`config.mk`:
```
export PLATFORM = sky130hd
export DESIGN_NAME = ps2_rx_fifo
export DESIGN_NICKNAME = d
export VERILOG_FILES = /design/src/rtl/ps2_rx_fifo.sv
export SDC_FILE = /design/constraint.sdc
export NUM_CORES = 1
export LEC_CHECK = 0
export ABC_AREA = 1
export BUFFER_PORTS_ARGS = -buffer_cell sky130_fd_sc_hd__buf_2
export CAP_MARGIN = 0
export CELL_PAD_IN_SITES_DETAIL_PLACEMENT = 2
export CELL_PAD_IN_SITES_GLOBAL_PLACEMENT = 2
export CORE_UTILIZATION = 44
export CTS_CLUSTER_SIZE = 10
export DETAILED_ROUTE_END_ITERATION = 8
export GPL_ROUTABILITY_DRIVEN = 0
export GPL_TIMING_DRIVEN = 0
export PLACE_DENSITY_LB_ADDON = 0.1
export RECOVER_POWER = 100
export SLEW_MARGIN = 5
export SYNTH_ARGS = -nofsm -noshare
export SYNTH_HDL_FRONTEND = slang
export SYNTH_SLANG_ARGS = --single-unit
```
`constraint.sdc`:
```
create_clock -name CLOCK_50 -period 7.6 [get_ports CLOCK_50]
set_input_delay 1.52 -clock CLOCK_50 [delete_from_list [all_inputs] [get_ports CLOCK_50]]
set_output_delay 1.52 -clock CLOCK_50 [all_outputs]
set_load 0.02 [all_outputs]
```
`src/rtl/ps2_rx_fifo.sv`:
```
// PS/2 receiver: synchroniser, glitch filter, frame FSM with timeout, and show-ahead scancode FIFO.
// Optional prefix decoding (0xE0/0xF0 folded into flags) is enabled by defining PS2_RX_PREFIX_DECODE_EN.
module ps2_rx_fifo #(
   parameter int FILTER_LEN     = 8,
   parameter int FIFO_DEPTH     = 16,
   parameter int TIMEOUT_CYCLES = 50000
) (
   input  logic                            CLOCK_50,
   input  logic                            rst,
   input  logic                            PS2_CLK,
   input  logic                            PS2_DAT,
   input  logic                            rd_en,
   output logic [9:0]                      rd_data,
   output logic                            empty,
   output logic [$clog2(FIFO_DEPTH+1)-1:0] count,
   output logic                            parity_err,
   output logic                            frame_err,
   output logic                            overflow
);

   localparam int AW = $clog2(FIFO_DEPTH);
   localparam int CW = $clog2(FIFO_DEPTH + 1);
   localparam int TW = $clog2(TIMEOUT_CYCLES + 1);
   localparam logic [TW-1:0] TO_LAST = TW'(TIMEOUT_CYCLES - 1);
   localparam logic [CW-1:0] FULL_CNT = CW'(FIFO_DEPTH);

   typedef enum logic [1:0] {
      IDLE   = 2'd0,
      DATA   = 2'd1,
      PARITY = 2'd2,
      STOP   = 2'd3
   } frame_state_t;

   function automatic logic odd_parity_ok(input logic [7:0] d, input logic p);
      return ^{d, p};
   endfunction

   logic                  ps2c_p0, ps2c_p1;
   logic                  ps2d_p0, ps2d_p1;
   logic [FILTER_LEN-1:0] filt_sr;
   logic                  filt_state;
   logic                  filt_prev;
   logic                  bit_evt;

   frame_state_t          state, state_nx;
   logic [2:0]            bit_cnt;
   logic [TW-1:0]         to_cnt;
   logic [7:0]            shift_reg;
   logic                  par_bit;
   logic                  accept, perr, ferr, tmo;
   logic                  push_req;

   logic                  vld_p2;
   logic [9:0]            byte_p2;
   logic [9:0]            mem [FIFO_DEPTH];
   logic [AW-1:0]         wr_ptr, rd_ptr;
   logic                  full, do_push, do_pop;

`ifdef PS2_RX_PREFIX_DECODE_EN
   logic                  pend_ext, pend_rel;
   logic                  is_e0, is_f0;
`endif

   // ---- synchroniser and glitch filter
   always_ff @(posedge CLOCK_50 or posedge rst) begin
      if (rst) begin
         ps2c_p0    <= 1'b1;
         ps2c_p1    <= 1'b1;
         ps2d_p0    <= 1'b1;
         ps2d_p1    <= 1'b1;
         filt_sr    <= '1;
         filt_state <= 1'b1;
         filt_prev  <= 1'b1;
      end else begin
         ps2c_p0    <= PS2_CLK;
         ps2c_p1    <= ps2c_p0;
         ps2d_p0    <= PS2_DAT;
         ps2d_p1    <= ps2d_p0;
         filt_sr    <= {filt_sr[FILTER_LEN-2:0], ps2c_p1};
         filt_prev  <= filt_state;
         if (&filt_sr)
            filt_state <= 1'b1;
         else if (~|filt_sr)
            filt_state <= 1'b0;
      end
   end

   assign bit_evt = filt_prev & ~filt_state;

   // ---- frame FSM
   always_ff @(posedge CLOCK_50 or posedge rst) begin
      if (rst)
         state <= IDLE;
      else
         state <= state_nx;
   end

   always_comb begin
      state_nx = state;
      accept   = 1'b0;
      perr     = 1'b0;
      ferr     = 1'b0;
      tmo      = 1'b0;
      if (state != IDLE && !bit_evt && to_cnt == TO_LAST) begin
         state_nx = IDLE;
         ferr     = 1'b1;
         tmo      = 1'b1;
      end else if (bit_evt) begin
         case (state)
            IDLE:   if (!ps2d_p1) state_nx = DATA;
            DATA:   if (bit_cnt == 3'd7) state_nx = PARITY;
            PARITY: state_nx = STOP;
            STOP: begin
               state_nx = IDLE;
               if (!ps2d_p1)
                  ferr = 1'b1;
               else if (odd_parity_ok(shift_reg, par_bit))
                  accept = 1'b1;
               else
                  perr = 1'b1;
            end
            default: state_nx = IDLE;
         endcase
      end
   end

`ifdef PS2_RX_PREFIX_DECODE_EN
   assign is_e0    = (shift_reg == 8'hE0);
   assign is_f0    = (shift_reg == 8'hF0);
   assign push_req = accept & ~is_e0 & ~is_f0;
`else
   assign push_req = accept;
`endif

   always_ff @(posedge CLOCK_50 or posedge rst) begin
      if (rst) begin
         bit_cnt <= '0;
         to_cnt  <= '0;
      end else begin
         if (state == IDLE)
            bit_cnt <= '0;
         else if (bit_evt && state == DATA)
            bit_cnt <= bit_cnt + 3'd1;
         if (state == IDLE || bit_evt || tmo)
            to_cnt <= '0;
         else
            to_cnt <= to_cnt + TW'(1);
      end
   end

`ifdef PS2_RX_PREFIX_DECODE_EN
   // Pending prefixes survive until a real byte consumes them or the frame is bad.
   always_ff @(posedge CLOCK_50 or posedge rst) begin
      if (rst) begin
         pend_ext <= 1'b0;
         pend_rel <= 1'b0;
      end else if (perr || ferr) begin
         pend_ext <= 1'b0;
         pend_rel <= 1'b0;
      end else if (accept) begin
         if (is_e0)
            pend_ext <= 1'b1;
         else if (is_f0)
            pend_rel <= 1'b1;
         else begin
            pend_ext <= 1'b0;
            pend_rel <= 1'b0;
         end
      end
   end
`endif

   // ---- frame datapath and push stage
   always_ff @(posedge CLOCK_50) begin
      if (bit_evt && state == DATA)
         shift_reg <= {ps2d_p1, shift_reg[7:1]};
      if (bit_evt && state == PARITY)
         par_bit <= ps2d_p1;
`ifdef PS2_RX_PREFIX_DECODE_EN
      byte_p2 <= {pend_rel, pend_ext, shift_reg};
`else
      byte_p2 <= {2'b00, shift_reg};
`endif
      if (do_push)
         mem[wr_ptr] <= byte_p2;
   end

   always_ff @(posedge CLOCK_50 or posedge rst) begin
      if (rst) begin
         vld_p2     <= 1'b0;
         parity_err <= 1'b0;
         frame_err  <= 1'b0;
      end else begin
         vld_p2     <= push_req;
         parity_err <= perr;
         frame_err  <= ferr;
      end
   end

   // ---- FIFO
   assign empty   = (count == '0);
   assign full    = (count == FULL_CNT);
   assign do_pop  = rd_en & ~empty;
   assign do_push = vld_p2 & (~full | do_pop);
   assign rd_data = empty ? 10'd0 : mem[rd_ptr];

   always_ff @(posedge CLOCK_50 or posedge rst) begin
      if (rst) begin
         wr_ptr   <= '0;
         rd_ptr   <= '0;
         count    <= '0;
         overflow <= 1'b0;
      end else begin
         if (do_push)
            wr_ptr <= wr_ptr + AW'(1);
         if (do_pop)
            rd_ptr <= rd_ptr + AW'(1);
         count    <= count + CW'(do_push) - CW'(do_pop);
         overflow <= vld_p2 & full & ~do_pop;
      end
   end

endmodule

```
### After elaboration in Yosys (flattened, before gate mapping)

Memories as Yosys holds them, arrays and structs flattened.
Index checks and enable logic that the tools add are counted.

* output and inout port bits: 19
* flip-flop bits (word level): 69
* logic and storage cells: 90
* memories: 1
* bits in writable memories: 128

Memory list
* mem: words 16, width 8, read ports 1, clocked after Yosys merged registers in 0, write ports 1, line 55 `logic [9:0] mem [FIFO_DEPTH];`

* equal/unequal tests: 9
* add/subtract/negate cells: 6
* multiplexer cells: 28
* reductions and logical operators: 16
* bitwise operators: 10

Operator list (number)
* two-way mux 1 bit: 19
* adder 16 x 1 -> 16 bit (second input constant): 1
* == test 16 bit (second input constant): 1
* two-way mux 16 bit: 1
* two-way mux 10 bit: 1
* parity 9 bit: 1
* adder 4 x 1 -> 4 bit (second input constant): 2
* two-way mux 2 bit: 4
* one-hot mux 2 bit (4 select lines): 1
* AND reduction 8 bit: 1
* OR reduction 8 bit: 1
* two-way mux 3 bit: 2
* != test 3 bit (second input constant): 2
* nonzero test 2 bit: 3
* adder 5 x 1 -> 5 bit: 1
* bitwise AND 1 bit: 5
* == test 5 bit (second input constant): 1
* logical NOT 5 bit: 1
* subtractor 5 x 1 -> 5 bit: 1
* == test 2 bit (second input constant): 2
* logical AND 1 bit: 4
* NOT 1 bit: 4
* adder 3 x 1 -> 3 bit (second input constant): 1
* == test 3 bit (second input constant): 1
* 7 further kinds: 8

### Logic depth before layout (Yosys ltp)

* depth after elaboration: 8
* mapped depth: 14
* depth with buffers taken out: 14

### Worst setup path after synthesis

Ideal clock, no wire load.

* path type: reg-to-output
* start: register count[2]
* end: output rd_data[0]
* buffers on the path: 0
* cell stages (with the launch flop): 7
* data arrival time: 1.648 ns
* path slack: 4.432 ns
* path through: dfrtp_1 inv_1 ha_1 nor3b_1 nand2_1 clkinv_1 a21oi_1

* cells in the longest elaborated chain, start to end: 2

RTL lines
* start: declaration: line 15 `output logic [$clog2(FIFO_DEPTH+1)-1:0] count,`
* start signal: assignment: line 218 `count <= count + CW'(do_push) - CW'(do_pop);`
* logical NOT 5 bit: line 201 `assign empty = (count == '0);`
* named net empty: line 14 `output logic empty,`
* two-way mux 10 bit: line 205 `assign rd_data = empty ? 10'd0 : mem[rd_ptr];`
* end: declaration: line 13 `output logic [9:0] rd_data,`

The timed path passes the listed nets, and every way through them passes these cells.

### Worst setup path after layout

* start: register rd_ptr[2]
* end: output rd_data[2]

* cells in the longest elaborated chain, start to end: 2

RTL lines
* start: declaration: line 56 `logic [AW-1:0] wr_ptr, rd_ptr;`
* start signal: assignment: line 217 `rd_ptr <= rd_ptr + AW'(1);`
* memory (16 x 8 bit)
* two-way mux 10 bit: line 205

Every way passes these cells.

==> key figures <==
Setup path
  • Data required, critical path: 6080 ps
  • Setup crit end kind: primary output
  • Worst Path Max Fanout: 10
  • Path type of the worst setup path: reg -> out
  • Largest stage delay, worst path: 460 ps
  • Worst Setup Start Kind: register
  • CP max stage cell: sky130_fd_sc_hd__clkbuf_1
  • Dominant cell type by count on the critical path: sky130_fd_sc_hd__clkbuf_1
  • Family with the most delay on the worst path: buffers and inverters
  • Worst path buffer plus inverter count: 4
  • Ordered list of cells on the worst path: clkbuf_1 -> clkinv_1 -> clkbuf_1 -> nand3_1 -> nand2_1 -> nand2_1 -> a21oi_1 -> clkbuf_1
  • Arrival time at the worst endpoint: 2810 ps

Timing
  • Max-slew violation count: 40
  • Total negative setup slack: 0 ps
  • Pin slew with the least headroom to its limit: 2190 ps
  • Worst Clk Skew: 10.3 ps
  • RSZ-0062 raised after global routing: false
  • Clock period minus worst slack: 4330 ps
  • Worst max-slew margin expressed relative to the limit: -0.460
  • Maximum clock frequency: 231 MHz
  • Crit share post-route: 0.570
  • Hold Vio Cnt, Final: 0
  • Number of setup violations in the final report: 0

Global routing
  • Number of antenna violations at the first check in global routing: 0
  • Total congestion overflow: 0
  • All-layer global routing usage: 0.282
  • First-pass GRT wire length: 39100 um
  • Pin count of the biggest net entering global routing: 40
  • Vias in the first global route: 6616

Clock tree
  • Number of clock buffers inserted by TritonCTS: 17
  • Clock insertion delay at the later pin of the skew report: 450 ps
  • # H-tree levels: 4
  • Hold buffer count at cts: 0
  • Maximum count of clock buffers along a single path: 2
  • CTS tree: yes
  • CTS-repair resized insts: 0
  • Clock Root Buffer: sky130_fd_sc_hd__clkbuf_16
  • Buffers inserted by post-CTS timing repair: 0
  • Clk sinks: 197
  • Clock slew seen by the registers of the worst setup and hold paths: 70 ps

Place
  • Placed wire-length estimate after detailed placement: 17300 um
  • Number of port buffers: 21

Pwr
  • VDD IR-drop max: 0.000188 V
  • Leakage: 3.65 nW
  • Overall Power: 3.26 mW
  • Proportion of power drawn by combinational gates: 0.345
  • Part of the total power dissipated in sequential elements: 0.384
  • Power density over the cells: 355 mW/mm^2
  • Switch Pwr: 1.31 mW
  • Switching power as a share of total power: 0.400
  • Internal Pwr Total: 1.96 mW
  • Fraction of power consumed by the clock network: 0.270

Floorplan
  • Core Rows: 49
  • Core Footprint: 0.0182 sq mm
  • Height of the die: 139 um
  • Die Footprint: 0.0194 sq mm
  • Die X-Extent: 139 um
  • I/O pin count: 24
  • Starting utilization of the core area: 0.454

Synthesis
  • Warning count from the yosys run: 0
  • Seq/Total Area, Yosys: 0.676
  • Synthesized cell area: 0.00827 sq mm
  • Number of flip-flops and latches in the synthesized netlist: 197
  • Xor and xnor fraction of the mapped netlist area: 0.0233
  • Arithmetic-cell share of the synthesized area counting full adders, half adders and majority gates: 0.0296
  • Multiplexer share of the synthesized area: 0
  • Fraction of the mapped netlist area in compound gates: 0.0115
  • Number of standard cells after synthesis: 751
  • Number of library cell types mapped by synthesis: 32
  • Combinational family with the most area after synthesis: simple AND/OR/NAND/NOR gates
  • Average footprint of a synthesized cell: 11.0 sq um
  • Simple-gate area share of the yosys netlist: 0.218

Layout
  • Fillers: 1838
  • Area Growth Syn to Fin: 11.1%
  • Area of combinational cells with multiple inputs: 0.00233 sq mm
  • Register area: 0.00559 sq mm
  • Net total in the final layout: 817
  • Antenna diode count: 0
  • Share of cells above drive strength 1: 0.0831
  • Largest reg by FF count: mem
  • Largest registers in the final layout: mem x128, to_cnt x16
  • Flip-flop count of the largest register after layout: 128

Routing
  • Drt wl/cell: 24.8 um
  • Post-route ant nets: 0
  • DRC violation count after routing: 2
  • Routed vias/inst: 5.59
  • Wirelength, routed: 25700 um
  • Via Count: 5790
  • Number of DRC violations after detailed-routing iteration 0: 356
  • First drt pass iteration count: 7

Flow run
  • Max_cap viols: 1

Run status
  • Run status: complete, but fails checks
  • Failing checks: DRC, capacitance limit, slew limit

Hold path
  • Hold Crit Class: reg -> reg
-- synthesized netlist by cell type, drive strengths merged --
master | count | area [sq um]
o21ai | 5 | 25.0
nand2 | 231 | 880
conb | 1 | 3.75
nor3b | 3 | 22.5
nor3 | 9 | 61.3
nand3b | 1 | 7.51
inv | 41 | 154
ha | 18 | 225
nand4 | 6 | 37.5
clkinv | 2 | 7.51
xnor2 | 3 | 26.3
fa | 1 | 20.0
edfxtp | 137 | 4110
dfxtp | 8 | 160
nor2 | 57 | 214
nand3 | 112 | 561
dfstp | 14 | 368
buf | 27 | 176
or2 | 1 | 6.26
nor4 | 2 | 12.5
dfrtp | 38 | 951
clkbuf | 1 | 3.75
xor2 | 19 | 166
a21oi | 14 | 70.1
-- metrics by stage --
step	cell area (sq um)	utilization	setup slack, ps	hold slack, ps	std cells
floorplan	8280	-	4430	345	752
global placement	8670	0.476	4170	347	1002
detailed placement	8690	0.477	3970	347	1003
CTS	9250	0.508	3580	359	1035
global route	9190	0.505	3200	364	1035
finish	9190	0.505	3270	361	1035
-- kinds of logic (layout without fill, tap and decap cells) --
kind of cell               Yosys count  count (layout)
other                                1               2
adders and majority gates           19              19
buffers and inverters               71             125
and+or+nand+nor                    422             422
DFF                                197             197
xor gates and xnor gates            22              22
AOI/OAI and AO/OA                   19              19
-- cell usage in the layout (no fill, tap or decap), types with 5 or more instances in the layout --
cell type / Yosys / final
sky130_fd_sc_hd__nand2_1: 228 / 231
sky130_fd_sc_hd__nand3_1: 112 / 112
sky130_fd_sc_hd__clkbuf_1: 1 / 21
sky130_fd_sc_hd__dfstp_2: 14 / 5
sky130_fd_sc_hd__nor2_1: 57 / 57
sky130_fd_sc_hd__nor3_1: 7 / 7
sky130_fd_sc_hd__dfstp_1: 0 / 9
sky130_fd_sc_hd__a21oi_1: 14 / 14
sky130_fd_sc_hd__clkinv_4: 0 / 5
sky130_fd_sc_hd__o21ai_0: 5 / 5
sky130_fd_sc_hd__inv_6: 0 / 6
sky130_fd_sc_hd__xor2_1: 19 / 19
sky130_fd_sc_hd__ha_1: 18 / 18
sky130_fd_sc_hd__dfrtp_1: 38 / 38
sky130_fd_sc_hd__dfxtp_1: 8 / 8
sky130_fd_sc_hd__edfxtp_1: 137 / 137
sky130_fd_sc_hd__inv_1: 38 / 40
sky130_fd_sc_hd__buf_4: 13 / 13
sky130_fd_sc_hd__nand4_1: 6 / 6
sky130_fd_sc_hd__clkbuf_16: 0 / 17
sky130_fd_sc_hd__buf_2: 9 / 13
-- power by group through the flow --
stage          sequential, mW  combinational (mW)  clock [mW]
2_1_floorplan            1.27               0.697           0
3_3_place_gp             1.27                1.03           0
3_5_place_dp             1.28                1.13           0
4_1_cts                  1.26                1.15       0.889
5_1_grt                  1.26                1.21       0.924
6_report                 1.25                1.13       0.883
-- worst reg2reg max path, delay by kind of cell (launching register included) --
kind	cells	cell delay [ps]
adders and majority gates	4	1050
and+or+nand+nor	5	830
DFF	1	400
buffers and inverters	3	260
AOI/OAI and AO/OA	1	220
xor gates and xnor gates	1	170
-- cell type report --
class / instances / share of cell area
plain buffers: 28 / 0.0185
clock buffers: 18 / 0.0478
clock inverters: 14 / 0.0129
inverters: 43 / 0.0176
multi-input cells: 484 / 0.254
flip-flops and latches: 197 / 0.609
well taps: 229 / 0.0312
repair buffers: 22 / 0.00980
-- final timing paths --
kind                       startpoint         end  slack, ps  cells after the start
setup / recovery            rd_ptr[2]  rd_data[2]       3270                      8
hold / removal                ps2c_p0     ps2c_p1        360                      0
max in group asynchronous         rst   rd_ptr[3]       4070                      3
hold reg to reg               ps2c_p0     ps2c_p1        360                      0
min in group asynchronous         rst    state[0]       1100                      2
setup reg to reg             count[2]    count[4]       4600                     14
-- per-layer routing --
metal | part of all wire | global-route usage | wire length, um
met5 | 0 | 0 | 0
met3 | 0.028 | 0.0380 | 731
met4 | 0.039 | 0.141 | 999
met1 | 0.38 | 0.309 | 9750
met2 | 0.55 | 0.531 | 14200
Power figures use the tool's default switching activity.
